===== src/rtl/mem_pkg.sv =====
// Shared definitions for the small register-file family.
// Holds the clear-sequencer state encoding and default geometry constants.
package mem_pkg;

  typedef enum logic [1:0] {
    IDLE  = 2'd0,
    CLEAR = 2'd1,
    DONE  = 2'd2
  } clr_state_e;

  localparam int unsigned MEM_WIDTH_DEF = 8;
  localparam int unsigned MEM_DEPTH_DEF = 8;

endpackage


===== src/rtl/reg_file_clr_seq.sv =====
// Clear sequencer for reg_file_2r1w: walks every entry from 0 to DEPTH-1,
// one per cycle, asking the storage array to load its reset value.
// Ports:
//   clk      - clock
//   Re       - asynchronous active-low reset
//   clr_req  - start request, honoured only in IDLE
//   clr_we   - write strobe for the entry at clr_addr
//   clr_addr - entry being cleared this cycle
//   clr_busy - high while entries are being cleared
//   clr_done - one-cycle pulse after the sequence completes
module reg_file_clr_seq
  import mem_pkg::*;
#(
  parameter int unsigned DEPTH  = MEM_DEPTH_DEF,
  parameter int unsigned ADDR_W = $clog2(DEPTH)
) (
  input  logic              clk,
  input  logic              Re,
  input  logic              clr_req,
  output logic              clr_we,
  output logic [ADDR_W-1:0] clr_addr,
  output logic              clr_busy,
  output logic              clr_done
);

  localparam logic [ADDR_W-1:0] LAST_IDX = ADDR_W'(DEPTH - 1);

  clr_state_e        state_q;
  logic [ADDR_W-1:0] ptr_q;
  logic              busy_q;
  logic              done_q;

  // busy_q tracks the CLEAR state exactly; done_q is raised on the cycle
  // spent in DONE so the pulse appears one edge after busy falls.
  always_ff @(posedge clk or negedge Re) begin
    if (!Re) begin
      state_q <= IDLE;
      ptr_q   <= '0;
      busy_q  <= 1'b0;
      done_q  <= 1'b0;
    end else begin
      done_q <= 1'b0;
      case (state_q)
        IDLE: begin
          if (clr_req) begin
            state_q <= CLEAR;
            ptr_q   <= '0;
            busy_q  <= 1'b1;
          end
        end
        CLEAR: begin
          if (ptr_q == LAST_IDX) begin
            state_q <= DONE;
            ptr_q   <= '0;
            busy_q  <= 1'b0;
          end else begin
            ptr_q <= ptr_q + 1'b1;
          end
        end
        DONE: begin
          state_q <= IDLE;
          done_q  <= 1'b1;
        end
        default: begin
          state_q <= IDLE;
          ptr_q   <= '0;
          busy_q  <= 1'b0;
        end
      endcase
    end
  end

  assign clr_we   = (state_q == CLEAR);
  assign clr_addr = ptr_q;
  assign clr_busy = busy_q;
  assign clr_done = done_q;

endmodule


===== src/rtl/reg_file_2r1w.sv =====
// Parametrised register file: one write port, two registered read ports with
// same-edge write forwarding, plus a hardware clear sequence.
// Ports:
//   clk            - clock
//   Re             - asynchronous active-low reset
//   we/waddr/wdata - write port (ignored while clr_busy, dropped if out of range)
//   raddr0/rdata0  - read port 0, one-cycle latency, out-of-range reads give 0
//   raddr1/rdata1  - read port 1, same behaviour as port 0
//   clr_req        - start a clear of all entries back to RESET_VAL
//   clr_busy       - clear in progress
//   clr_done       - one-cycle completion pulse
module reg_file_2r1w
  import mem_pkg::*;
#(
  parameter int unsigned      WIDTH     = MEM_WIDTH_DEF,
  parameter int unsigned      DEPTH     = MEM_DEPTH_DEF,
  parameter int unsigned      ADDR_W    = $clog2(DEPTH),
  parameter logic [WIDTH-1:0] RESET_VAL = '0
) (
  input  logic              clk,
  input  logic              Re,
  input  logic              we,
  input  logic [ADDR_W-1:0] waddr,
  input  logic [WIDTH-1:0]  wdata,
  input  logic [ADDR_W-1:0] raddr0,
  output logic [WIDTH-1:0]  rdata0,
  input  logic [ADDR_W-1:0] raddr1,
  output logic [WIDTH-1:0]  rdata1,
  input  logic              clr_req,
  output logic              clr_busy,
  output logic              clr_done
);

  localparam logic [ADDR_W:0] DEPTH_EXT = (ADDR_W + 1)'(DEPTH);

  logic [WIDTH-1:0]  mem_q [DEPTH];
  logic [WIDTH-1:0]  rdata0_q, rdata0_d;
  logic [WIDTH-1:0]  rdata1_q, rdata1_d;

  logic              clr_we;
  logic [ADDR_W-1:0] clr_addr;

  logic              wr_en;
  logic [ADDR_W-1:0] wr_addr;
  logic [WIDTH-1:0]  wr_data;
  logic              waddr_ok, raddr0_ok, raddr1_ok;

  reg_file_clr_seq #(
    .DEPTH  (DEPTH),
    .ADDR_W (ADDR_W)
  ) u_clr_seq (
    .clk      (clk),
    .Re       (Re),
    .clr_req  (clr_req),
    .clr_we   (clr_we),
    .clr_addr (clr_addr),
    .clr_busy (clr_busy),
    .clr_done (clr_done)
  );

  assign waddr_ok  = ({1'b0, waddr}  < DEPTH_EXT);
  assign raddr0_ok = ({1'b0, raddr0} < DEPTH_EXT);
  assign raddr1_ok = ({1'b0, raddr1} < DEPTH_EXT);

  // Single effective write port: the sequencer owns it while busy, so the
  // forwarding below sees RESET_VAL for entries cleared this edge.
  always_comb begin
    wr_en   = 1'b0;
    wr_addr = waddr;
    wr_data = wdata;
    if (clr_busy) begin
      wr_en   = clr_we;
      wr_addr = clr_addr;
      wr_data = RESET_VAL;
    end else if (we && waddr_ok) begin
      wr_en = 1'b1;
    end
  end

  always_comb begin
    rdata0_d = '0;
    if (raddr0_ok) begin
      rdata0_d = (wr_en && (wr_addr == raddr0)) ? wr_data : mem_q[raddr0];
    end
    rdata1_d = '0;
    if (raddr1_ok) begin
      rdata1_d = (wr_en && (wr_addr == raddr1)) ? wr_data : mem_q[raddr1];
    end
  end

  always_ff @(posedge clk or negedge Re) begin
    if (!Re) begin
      for (int unsigned i = 0; i < DEPTH; i++) begin
        mem_q[i] <= RESET_VAL;
      end
    end else if (wr_en) begin
      mem_q[wr_addr] <= wr_data;
    end
  end

  always_ff @(posedge clk or negedge Re) begin
    if (!Re) begin
      rdata0_q <= RESET_VAL;
      rdata1_q <= RESET_VAL;
    end else begin
      rdata0_q <= rdata0_d;
      rdata1_q <= rdata1_d;
    end
  end

  assign rdata0 = rdata0_q;
  assign rdata1 = rdata1_q;

endmodule


===== config.mk =====
export PLATFORM = sky130hd
export DESIGN_NAME = reg_file_2r1w
export DESIGN_NICKNAME = d
export VERILOG_FILES = /design/src/rtl/mem_pkg.sv /design/src/rtl/reg_file_clr_seq.sv /design/src/rtl/reg_file_2r1w.sv
export SDC_FILE = /design/constraint.sdc
export NUM_CORES = 1
export LEC_CHECK = 0
export CORE_ASPECT_RATIO = 1.75
export CORE_MARGIN = 2
export CORE_UTILIZATION = 30
export CTS_CLUSTER_DIAMETER = 80
export DETAILED_ROUTE_END_ITERATION = 16
export GPL_TIMING_DRIVEN = 0
export PLACE_DENSITY_LB_ADDON = 0.08
export SETUP_SLACK_MARGIN = 0.5
export SYNTH_ARGS = -nofsm -noshare
export SYNTH_HDL_FRONTEND = slang
export SYNTH_SLANG_ARGS = --single-unit

===== constraint.sdc =====
create_clock -name clk -period 1.8 [get_ports clk]
set_input_delay 0.45 -clock clk [delete_from_list [all_inputs] [get_ports clk]]
set_output_delay 0.45 -clock clk [all_outputs]
set_load 0.005 [all_outputs]

; ---- Word level (Yosys, flattened, before mapping)
; Cells that the tools add are included.
; Widths: inputs -> output; s select.
[totals]
output_inout_bits = 18
wordCells = 62
ff_bits = 87
inputBits = 21
[op_classes]
n_reduce_logical = 7
order_cmp = 4
n_addsub = 1
eq_ne = 7
n_bitwise = 4
n_mux = 25
[ops]
columns = cell, n
row1 = $bwmux 64, 1
row2 = $mux 8, 8
row3 = $bmux 8 s3, 2
row4 = $demux 8 s3, 1
row5 = $ge 4x4->1 const B, 3
row6 = $not 3->4, 3
row7 = $mux 3, 3
row8 = $pmux 3 s3, 1
row9 = $eq 3x3->1, 2
row10 = $mux 1, 5
row11 = $lt 4x1->1 const B, 1
row12 = $mux 2, 2
row13 = $pmux 2 s2, 1
row14 = $reduce_and 2->1, 2
row15 = $add 3x1->3 const B, 1
row16 = $eq 3x3->1 const B, 1
row17 = $logic_and 1x1->1, 3
row18 = $pmux 1 s3, 1
row19 = $reduce_and 3->1, 1
row20 = $eq 2x1->1 const B, 1
row21 = $eq 2x2->1 const B, 1
row22 = $logic_not 2->1, 1
row23 = $ne 2x1->1 const B, 1
row24 = $ne 2x2->1 const B, 1
row25 = $not 1->1, 1

; ---- Logic depth before layout (Yosys ltp)
[depth]
depth_word = 7
ltp_mapped = 6
depth_no_buf = 5

; ---- By module
; From an unflattened synthesis, not the netlist that was laid out.
[hier_totals]
hier_cells = 291
area_unflattened_um2 = 4628.2
[by_module_without_submodules]
columns = mod, area_each_um2, seq_area_each_um2, cells_each, instances
row1 = reg_file_2r1w, 4326.6, 2001.9, 266, 1
row2 = reg_file_clr_seq, 301.5, 175.2, 25, 1

; ---- Least setup slack after synthesis
; Ideal clock, no wire load.
[synth_timing]
kind = input to register
from = input port raddr0[0]
to = register rdata0_q[0], in the netlist rdata0[0]
setup_ps = 125
required_ps = 1675
path_buffers = 2
arrival_time_ps = 1940
path_stages = 5
path_slack_ps = -265
path_cell_list = buf_4 buf_2 mux4_2 mux2_2 mux2_2
[synth_via]
elab_chain_cells = 5
elab_cells_between_ends = 7
cone_classes = eq/ne: 1 / mux: 4 / bitwise: 1 / reduce/logical: 1
[synth_rtl]
columns = item, line_no
row1 = "start, declared", reg_file_2r1w.sv:25  ; input logic [ADDR_W-1:0] raddr0,
row2 = $not 3->4 (implied by the code), reg_file_2r1w.sv:83  ; rdata0_d = (wr_en && (wr_addr == raddr0)) ? wr_data : mem_q[raddr0];
row3 = $bmux 8 s3, reg_file_2r1w.sv:83
row4 = $mux 8 (implied by the code) (2 in a row), reg_file_2r1w.sv:83
row5 = $mux 8 *, reg_file_2r1w.sv:83
row6 = named net rdata0_d[0], reg_file_2r1w.sv:37  ; logic [WIDTH-1:0] rdata0_q, rdata0_d;
row7 = "end signal, assigned", reg_file_2r1w.sv:106  ; rdata0_q <= rdata0_d;
row8 = "end, declared", reg_file_2r1w.sv:37
; The timed path passes the listed nets; every way through them passes the cells marked *. The select of a mux whose other input is x is not followed.
; A chain may end at the register's enable or synchronous reset.

; ---- Worst setup path in the final report
[layout_timing]
from = input port waddr[0]
to = register rdata1_q[2], in the netlist rdata1[2]
[layout_via]
elab_chain_cells = 4
[layout_rtl]
columns = item, line_no
row1 = "start, declared", reg_file_2r1w.sv:23  ; input logic [ADDR_W-1:0] waddr,
row2 = $mux 3, reg_file_2r1w.sv:71  ; if (clr_busy) begin
row3 = $eq 3x3->1, reg_file_2r1w.sv:87  ; rdata1_d = (wr_en && (wr_addr == raddr1)) ? wr_data : mem_q[raddr1];
row4 = $logic_and 1x1->1, reg_file_2r1w.sv:87
row5 = $mux 8, reg_file_2r1w.sv:87
row6 = named net rdata1_d[2], reg_file_2r1w.sv:38  ; logic [WIDTH-1:0] rdata1_q, rdata1_d;
row7 = "end signal, assigned", reg_file_2r1w.sv:107  ; rdata1_q <= rdata1_d;
row8 = "end, declared", reg_file_2r1w.sv:38
; The timed path passes the listed nets, and every way through them passes these cells.

==> impl_metrics.json <==
{
  "status": "complete, but fails checks",
  "violations": "negative setup slack",
  "fin_crit_ns": 2.036,
  "ios": 39,
  "cts-buffers-inserted": 9,
  "portBuffers": 32,
  "slew_headroom_pct": 38.19,
  "clockBufferDepth": 2,
  "yosysWarnings": 0,
  "drtPass1Iterations": 5,
  "ir_drop_mv": 0.8304,
  "grt_max_degree": 59,
  "ys_ff_latch": 87,
  "setup_tns_ns": -9.203,
  "r2r_slack_ns": -0.22,
  "worstSetupStartpoint": "waddr[0]",
  "dieWidth_um": 96.71,
  "period_share_pct": 113.1,
  "powerDensity_nw_per_um2": 1749,
  "p_leak_nw": 2.860,
  "layout_setup_ws_ns": -0.2358,
  "met2_usage_pct": 28.93,
  "numClockSinks": 87,
  "nFillCells": 1374,
  "power_mw": 10.89,
  "grtUsageMet1_pct": 20.25,
  "drc": 0,
  "cts_tree": "yes",
  "clkLatencyLatePin_ns": 0.34,
  "num_vias": 2841,
  "antenna_found_initial": 0,
  "whs_ns": 0.04415,
  "cts_root_buffer": "clkbuf_16",
  "htree_levels": 3,
  "grt_pass1_wl_mm": 19.89,
  "rows": 59,
  "crit_fanout": 3,
  "grt_usage_pct": 16.59,
  "fin_skew_ns": 0.009583,
  "rsz0062_at_grt": "yes",
  "dp_hpwl_mm": 7.833,
  "maxCapViolations": 0,
  "drt_iter0_drc": 94,
  "rr_endpoint": "rdata1[2]",
  "design.core.area_um2": 14760,
  "final_area_um2": 6223,
  "r2r-start": "u_clr_seq.clr_busy",
  "finish.utilization_pct": 42.15,
  "grt_pass1_vias": 3154,
  "cp.required_ns": 2.03,
  "ant_nets": 0,
  "critPathCaptureType": "flip-flop",
  "worst_slew_pin_slew_ns": 0.9272,
  "endpoint": "rdata1[2]",
  "final-setup-viol-count": 70,
  "clock.fmax_mhz": 491.2,
  "syn_inst": 290,
  "netlist_area_um2": 4512,
  "gr-total-overflow": 0,
  "die_height_um": 166.2,
  "antenna_cells": 0,
  "via_per_inst": 5.064,
  "drv_slew": 0,
  "syn_to_final_growth_pct": 37.94,
  "critical_path_class": "in -> reg",
  "syn_nets": 313,
  "multiInputGateArea_um2": 2625,
  "wirelength_mm": 12.88,
  "hold_viol": 0,
  "synth_cell_types": 28,
  "grt_use_met3_pct": 3.072,
  "wire_per_inst_um": 22.96,
  "placed_area_um2": 5134,
  "grt_busiest_layer": "met2",
  "regArea_um2": 2180,
  "critical_path.startpoint_type": "input port",
  "die_area_um2": 16080,
  "nets": 396,
  "hold_class": "in -> async",
  "drive_gt1_share_pct": 64.02,
  "cp_data_arrival_time_ns": 2.26,
  "initial_utilization_pct": 30.56,
  "reg2reg_depth": 7,
  "gp_congestion": 0.7378,
  "syn_avg_cell_area_um2": 15.56,
  "clkSlewWorstSetupHoldPaths_ns": 0.07,
  "ys_seq_area_share_pct": 48.25
}
==> cell type report <==
cell class	count	area share [%]
multi-input cells	181	42.18
repair buffers	72	11.54
plain buffers	20	2.111
well taps	183	3.679
inverters	2	0.1206
flip-flops and latches	87	35.02
clock inverters	4	1.226
clock buffers	12	4.121
==> repair_timing <==
item	in CTS	in global routing
resized for setup	160	35
setup endpoints to repair	100	94
setup buffers	33	6
pin swaps	13	9
hold buffers	0	0
==> registers in the layout (all words and copies together), names as in the netlist <==
register            count
rdata1                  8
mem_q                  64
u_clr_seq.state_q       2
rdata0                  8
u_clr_seq.clr_addr      3
u_clr_seq.clr_done      1
u_clr_seq.clr_busy      1
==> report_power, final <==
| part | total [mW] | switching, mW | internal [mW] |
|---|---|---|---|
| Combinational | 5.49 | 2.09 | 3.41 |
| Clock | 2.09 | 0.789 | 1.30 |
| Sequential | 3.30 | 0.529 | 2.77 |
==> worst min path at each step <==
stage	cells past startpoint	start	end	slack, ns
after floorplan	0	Re	mem_q[0]	0.15
after global placement	1	mem_q[41]	mem_q[41]	0.50
after detailed placement	1	Re	mem_q[22]	0.42
after CTS	1	Re	mem_q[22]	0.06
after global routing	1	Re	mem_q[22]	0.08
final	1	Re	mem_q[22]	0.04
==> worst max-delay path: stages <==
cell and delay (ns):
clkdlybuf4s50_1 0.47, mux2i_1 0.30, xnor2_1 0.15, nor4_4 0.37, buf_4 0.21, mux2_4 0.31
==> cell usage after synthesis <==
master	n	share of area [%]
a31oi_1	1	0.14
xnor2_1	6	1.2
mux2i_1	3	0.67
nand2b_1	2	0.28
clkbuf_1	4	0.33
and3b_1	1	0.19
nor3_2	1	0.22
and2b_1	1	0.17
nand3_1	1	0.11
inv_1	2	0.17
o31ai_1	1	0.17
mux4_2	32	16
buf_4	2	0.33
buf_6	1	0.25
nor4_4	2	0.94
o21ai_0	3	0.33
buf_1	10	0.83
a32o_1	2	0.44
ha_1	2	0.55
mux2_2	96	24
dfrtp_1	87	48
buf_2	3	0.33
nand3b_1	2	0.33
nor2_1	5	0.42
nand2_1	6	0.50
nor2b_1	10	1.4
nor3b_2	2	0.55
mux2i_4	2	1.0
==> stage by stage <==
stage               std cells  setup WS, ns
floorplan                 290       -0.1497
global placement          505        -3.101
detailed placement        506        -1.047
CTS                       555       -0.2396
global route              561       -0.2707
finish                    561       -0.2358
==> cell usage in the layout, fill, tap and decap left out, types with 2 or more instances in the layout <==
cell type	n
clkbuf_2	5
xnor2_1	3
buf_4	17
nor2_2	2
buf_12	9
nor3b_4	2
buf_2	20
clkdlybuf4s50_1	13
mux2i_4	2
clkbuf_16	9
mux2_2	24
nor2_1	2
nor4_4	2
nand3b_1	2
mux2i_1	3
mux4_2	32
bufinv_16	2
clkbuf_8	2
nor2b_1	10
dfrtp_1	85
buf_6	21
dfrtp_2	2
buf_1	6
nand2_1	4
nand2_4	2
nand2b_1	2
xnor2_2	3
mux2_4	72
==> layer usage <==
metal	vias up	wire length, um
li1	1251	-
met3	19	327
met5	-	0
met2	60	6960
met1	1511	5201
met4	0	392
==> kinds of logic (layout without fill, tap and decap cells) <==
family / Yosys count / count (layout) / synth area share [%]
buffers and inverters: 22 / 110 / 2.246
and+or+nand+nor: 33 / 33 / 5.102
xor gates and xnor gates: 6 / 6 / 1.165
adders and majority gates: 2 / 2 / 0.5545
DFF: 87 / 87 / 48.25
AOI/OAI and AO/OA: 7 / 7 / 1.082
muxes: 133 / 133 / 41.60
(Power assumes the default switching activity.)
==> variant: new RTL, same flow settings <==
Register the inputs `we`, `waddr`, `wdata`, `raddr0`, `raddr1` and `clr_req` before use. The logic sees them one clock later. Comments in the files are not updated.
--- a/src/rtl/reg_file_2r1w.sv
+++ b/src/rtl/reg_file_2r1w.sv
@@ -34,4 +34,20 @@
   localparam logic [ADDR_W:0] DEPTH_EXT = (ADDR_W + 1)'(DEPTH);
 
+  logic we_q;
+  logic [ADDR_W-1:0] waddr_q;
+  logic [WIDTH-1:0] wdata_q;
+  logic [ADDR_W-1:0] raddr0_q;
+  logic [ADDR_W-1:0] raddr1_q;
+  logic clr_req_q;
+
+  always_ff @(posedge clk) begin
+    we_q      <= we;
+    waddr_q   <= waddr;
+    wdata_q   <= wdata;
+    raddr0_q  <= raddr0;
+    raddr1_q  <= raddr1;
+    clr_req_q <= clr_req;
+  end
+
   logic [WIDTH-1:0]  mem_q [DEPTH];
   logic [WIDTH-1:0]  rdata0_q, rdata0_d;
@@ -52,5 +68,5 @@
     .clk      (clk),
     .Re       (Re),
-    .clr_req  (clr_req),
+    .clr_req  (clr_req_q),
     .clr_we   (clr_we),
     .clr_addr (clr_addr),
@@ -59,7 +75,7 @@
   );
 
-  assign waddr_ok  = ({1'b0, waddr}  < DEPTH_EXT);
-  assign raddr0_ok = ({1'b0, raddr0} < DEPTH_EXT);
-  assign raddr1_ok = ({1'b0, raddr1} < DEPTH_EXT);
+  assign waddr_ok  = ({1'b0, waddr_q}  < DEPTH_EXT);
+  assign raddr0_ok = ({1'b0, raddr0_q} < DEPTH_EXT);
+  assign raddr1_ok = ({1'b0, raddr1_q} < DEPTH_EXT);
 
   // Single effective write port: the sequencer owns it while busy, so the
@@ -67,11 +83,11 @@
   always_comb begin
     wr_en   = 1'b0;
-    wr_addr = waddr;
-    wr_data = wdata;
+    wr_addr = waddr_q;
+    wr_data = wdata_q;
     if (clr_busy) begin
       wr_en   = clr_we;
       wr_addr = clr_addr;
       wr_data = RESET_VAL;
-    end else if (we && waddr_ok) begin
+    end else if (we_q && waddr_ok) begin
       wr_en = 1'b1;
     end
@@ -81,9 +97,9 @@
     rdata0_d = '0;
     if (raddr0_ok) begin
-      rdata0_d = (wr_en && (wr_addr == raddr0)) ? wr_data : mem_q[raddr0];
+      rdata0_d = (wr_en && (wr_addr == raddr0_q)) ? wr_data : mem_q[raddr0_q];
     end
     rdata1_d = '0;
     if (raddr1_ok) begin
-      rdata1_d = (wr_en && (wr_addr == raddr1)) ? wr_data : mem_q[raddr1];
+      rdata1_d = (wr_en && (wr_addr == raddr1_q)) ? wr_data : mem_q[raddr1_q];
     end
   end
Formal check against the unedited RTL: not equivalent (Yosys sat finds a counterexample within 4 cycles, from zero or initial values).
==> variant against the original RTL <==
Total power shrank 3.3%; maximum frequency is 5.9% higher; sequential cell count grew 19; the flow still finishes with violations (setup timing); setup slack better by 0.11 ns; cell area rose by 7.1%; routed wire length rose by 0.83%; sequential power grew 10%; sequential share of layout area increased by 3.4 points; global-route usage is 1.2 points lower; area after synthesis grew 8.3%; register-to-register slack improved by 0.097 ns; clock power up 2%; count of clock-buffer cells in the layout unchanged.
==> variant: results (changes against the original RTL) <==
Worst Slack Setup Final = -0.1228 ns (+0.1130 ns)
Critical Path AT = 2.15 ns (-0.11 ns)
Maximum vdd drop = 873.7 uV (+5.2%)
Setup violations, final = 60 (-14%)
Routed Antenna Nets = 0 (unchanged)
Hold buffer count at CTS = 1 (+1)
# nets final = 417 (+5.3%)
Worst-margin pin slew = 0.4734 ns (-0.4538 ns)
Input/output buffers = 38 (+19%)
Avg Inst Size Synth = 15.92 sq um (+2.3%)
WL final = 12990 um (+0.83%)
Status = finished with violations
First-pass GRT wire length = 19510 um (-1.9%)
DP Wirelength = 7776 um (-0.73%)
Gpl congestion = 0.6978 (-5.4%)
Vias in the first global route = 3181 (+0.86%)
Number of setup buffers added after CTS = 31 (-6.1%)
Mapped Nets = 330 (+5.4%)
Failing checks = setup timing
Post-CTS resize count = 170 (+6.3%)
Synth async-reset ratio = 0.8208 (-0.1792)
Post-synth top cells = mux2_2 (96), dfrtp_1 (87), mux4_2 (32), dfxtp_1 (19)
Sequential-to-total area share from yosys stat = 0.5232 (+0.04063)
GRT Overall Usage = 0.1543 (-0.01162)
Total negative slack = -3.718 ns (+5.485 ns)
Area after DPL = 5555 sq um (+8.2%)
Final Skew = 0.007199 ns (-0.002384 ns)
Share of layout cells above drive strength 1 = 0.5915 (-0.04873)
Worst-path fanout max = 6 (+3)
Placed instance count = 535 (+5.7%)
Detailed-route via count = 2923 (+2.9%)
Static leakage = 2.984 nW (+4.3%)
Via density = 4.971 (-1.8%)
Pre-antenna DRT Iters = 4 (-1)
Post-place setup slack = -0.8670 ns (+0.1803 ns)
DR iter-0 viols = 135 (+44%)
[variant: layer usage]
metal / routed length, um / global-route usage / vias up
li1: - / - / 1318
met2: 7293 / 0.2732 / 34
met4: 173 / 0.05080 / 0
met1: 5315 / 0.1927 / 1559
met3: 206 / 0.01778 / 12
met5: 0 / 0 / -
[variant: kinds of logic after synthesis]
kind of cell    synth area share
compound gates           0.01126
xor+xnor                 0.01075
fa+ha+maj               0.005118
buf+inv                  0.02150
flops                     0.5232
mux                       0.3839
simple gates             0.04428
[variant: cell type report]
class                      instances  area, sq um  area share
multi-input combinational        178         2599      0.3900
buffer                            20        188.9     0.02835
sequential                       106         2561      0.3843
clock inverter                     4        75.07     0.01127
inverter                           3        11.26    0.001690
tap                              189        236.5     0.03549
clock buffer                      12        246.5     0.03699
timing repair buffer              76        745.7      0.1119
[variant: critical path, cell delays in order (launching register included)]
cell,delay [ns]
dfrtp_1,0.36
buf_6,0.15
mux2i_4,0.35
xnor2_1,0.15
nor4_4,0.27
buf_4,0.21
mux2_4,0.31
[variant: power breakdown]
| part | total [mW] | internal, mW | switching [mW] |
|---|---|---|---|
| sequential | 3.63 | 3.15 | 0.489 |
| combinational | 4.75 | 2.87 | 1.88 |
| clock | 2.14 | 1.26 | 0.883 |
[variant: final timing paths]
kind,from,endpoint,slack [ns],depth (start not counted)
setup / recovery,u_clr_seq.clr_busy,rdata1[2],-0.12,6
hold / removal,clr_req_q,u_clr_seq.state_q[0],0.51,2
setup reg to reg,u_clr_seq.clr_busy,rdata1[2],-0.12,6
hold reg to reg,clr_req_q,u_clr_seq.state_q[0],0.51,2
max in group asynchronous,Re,u_clr_seq.clr_addr[1],0.68,3
min in group asynchronous,Re,rdata0[3],0.56,2
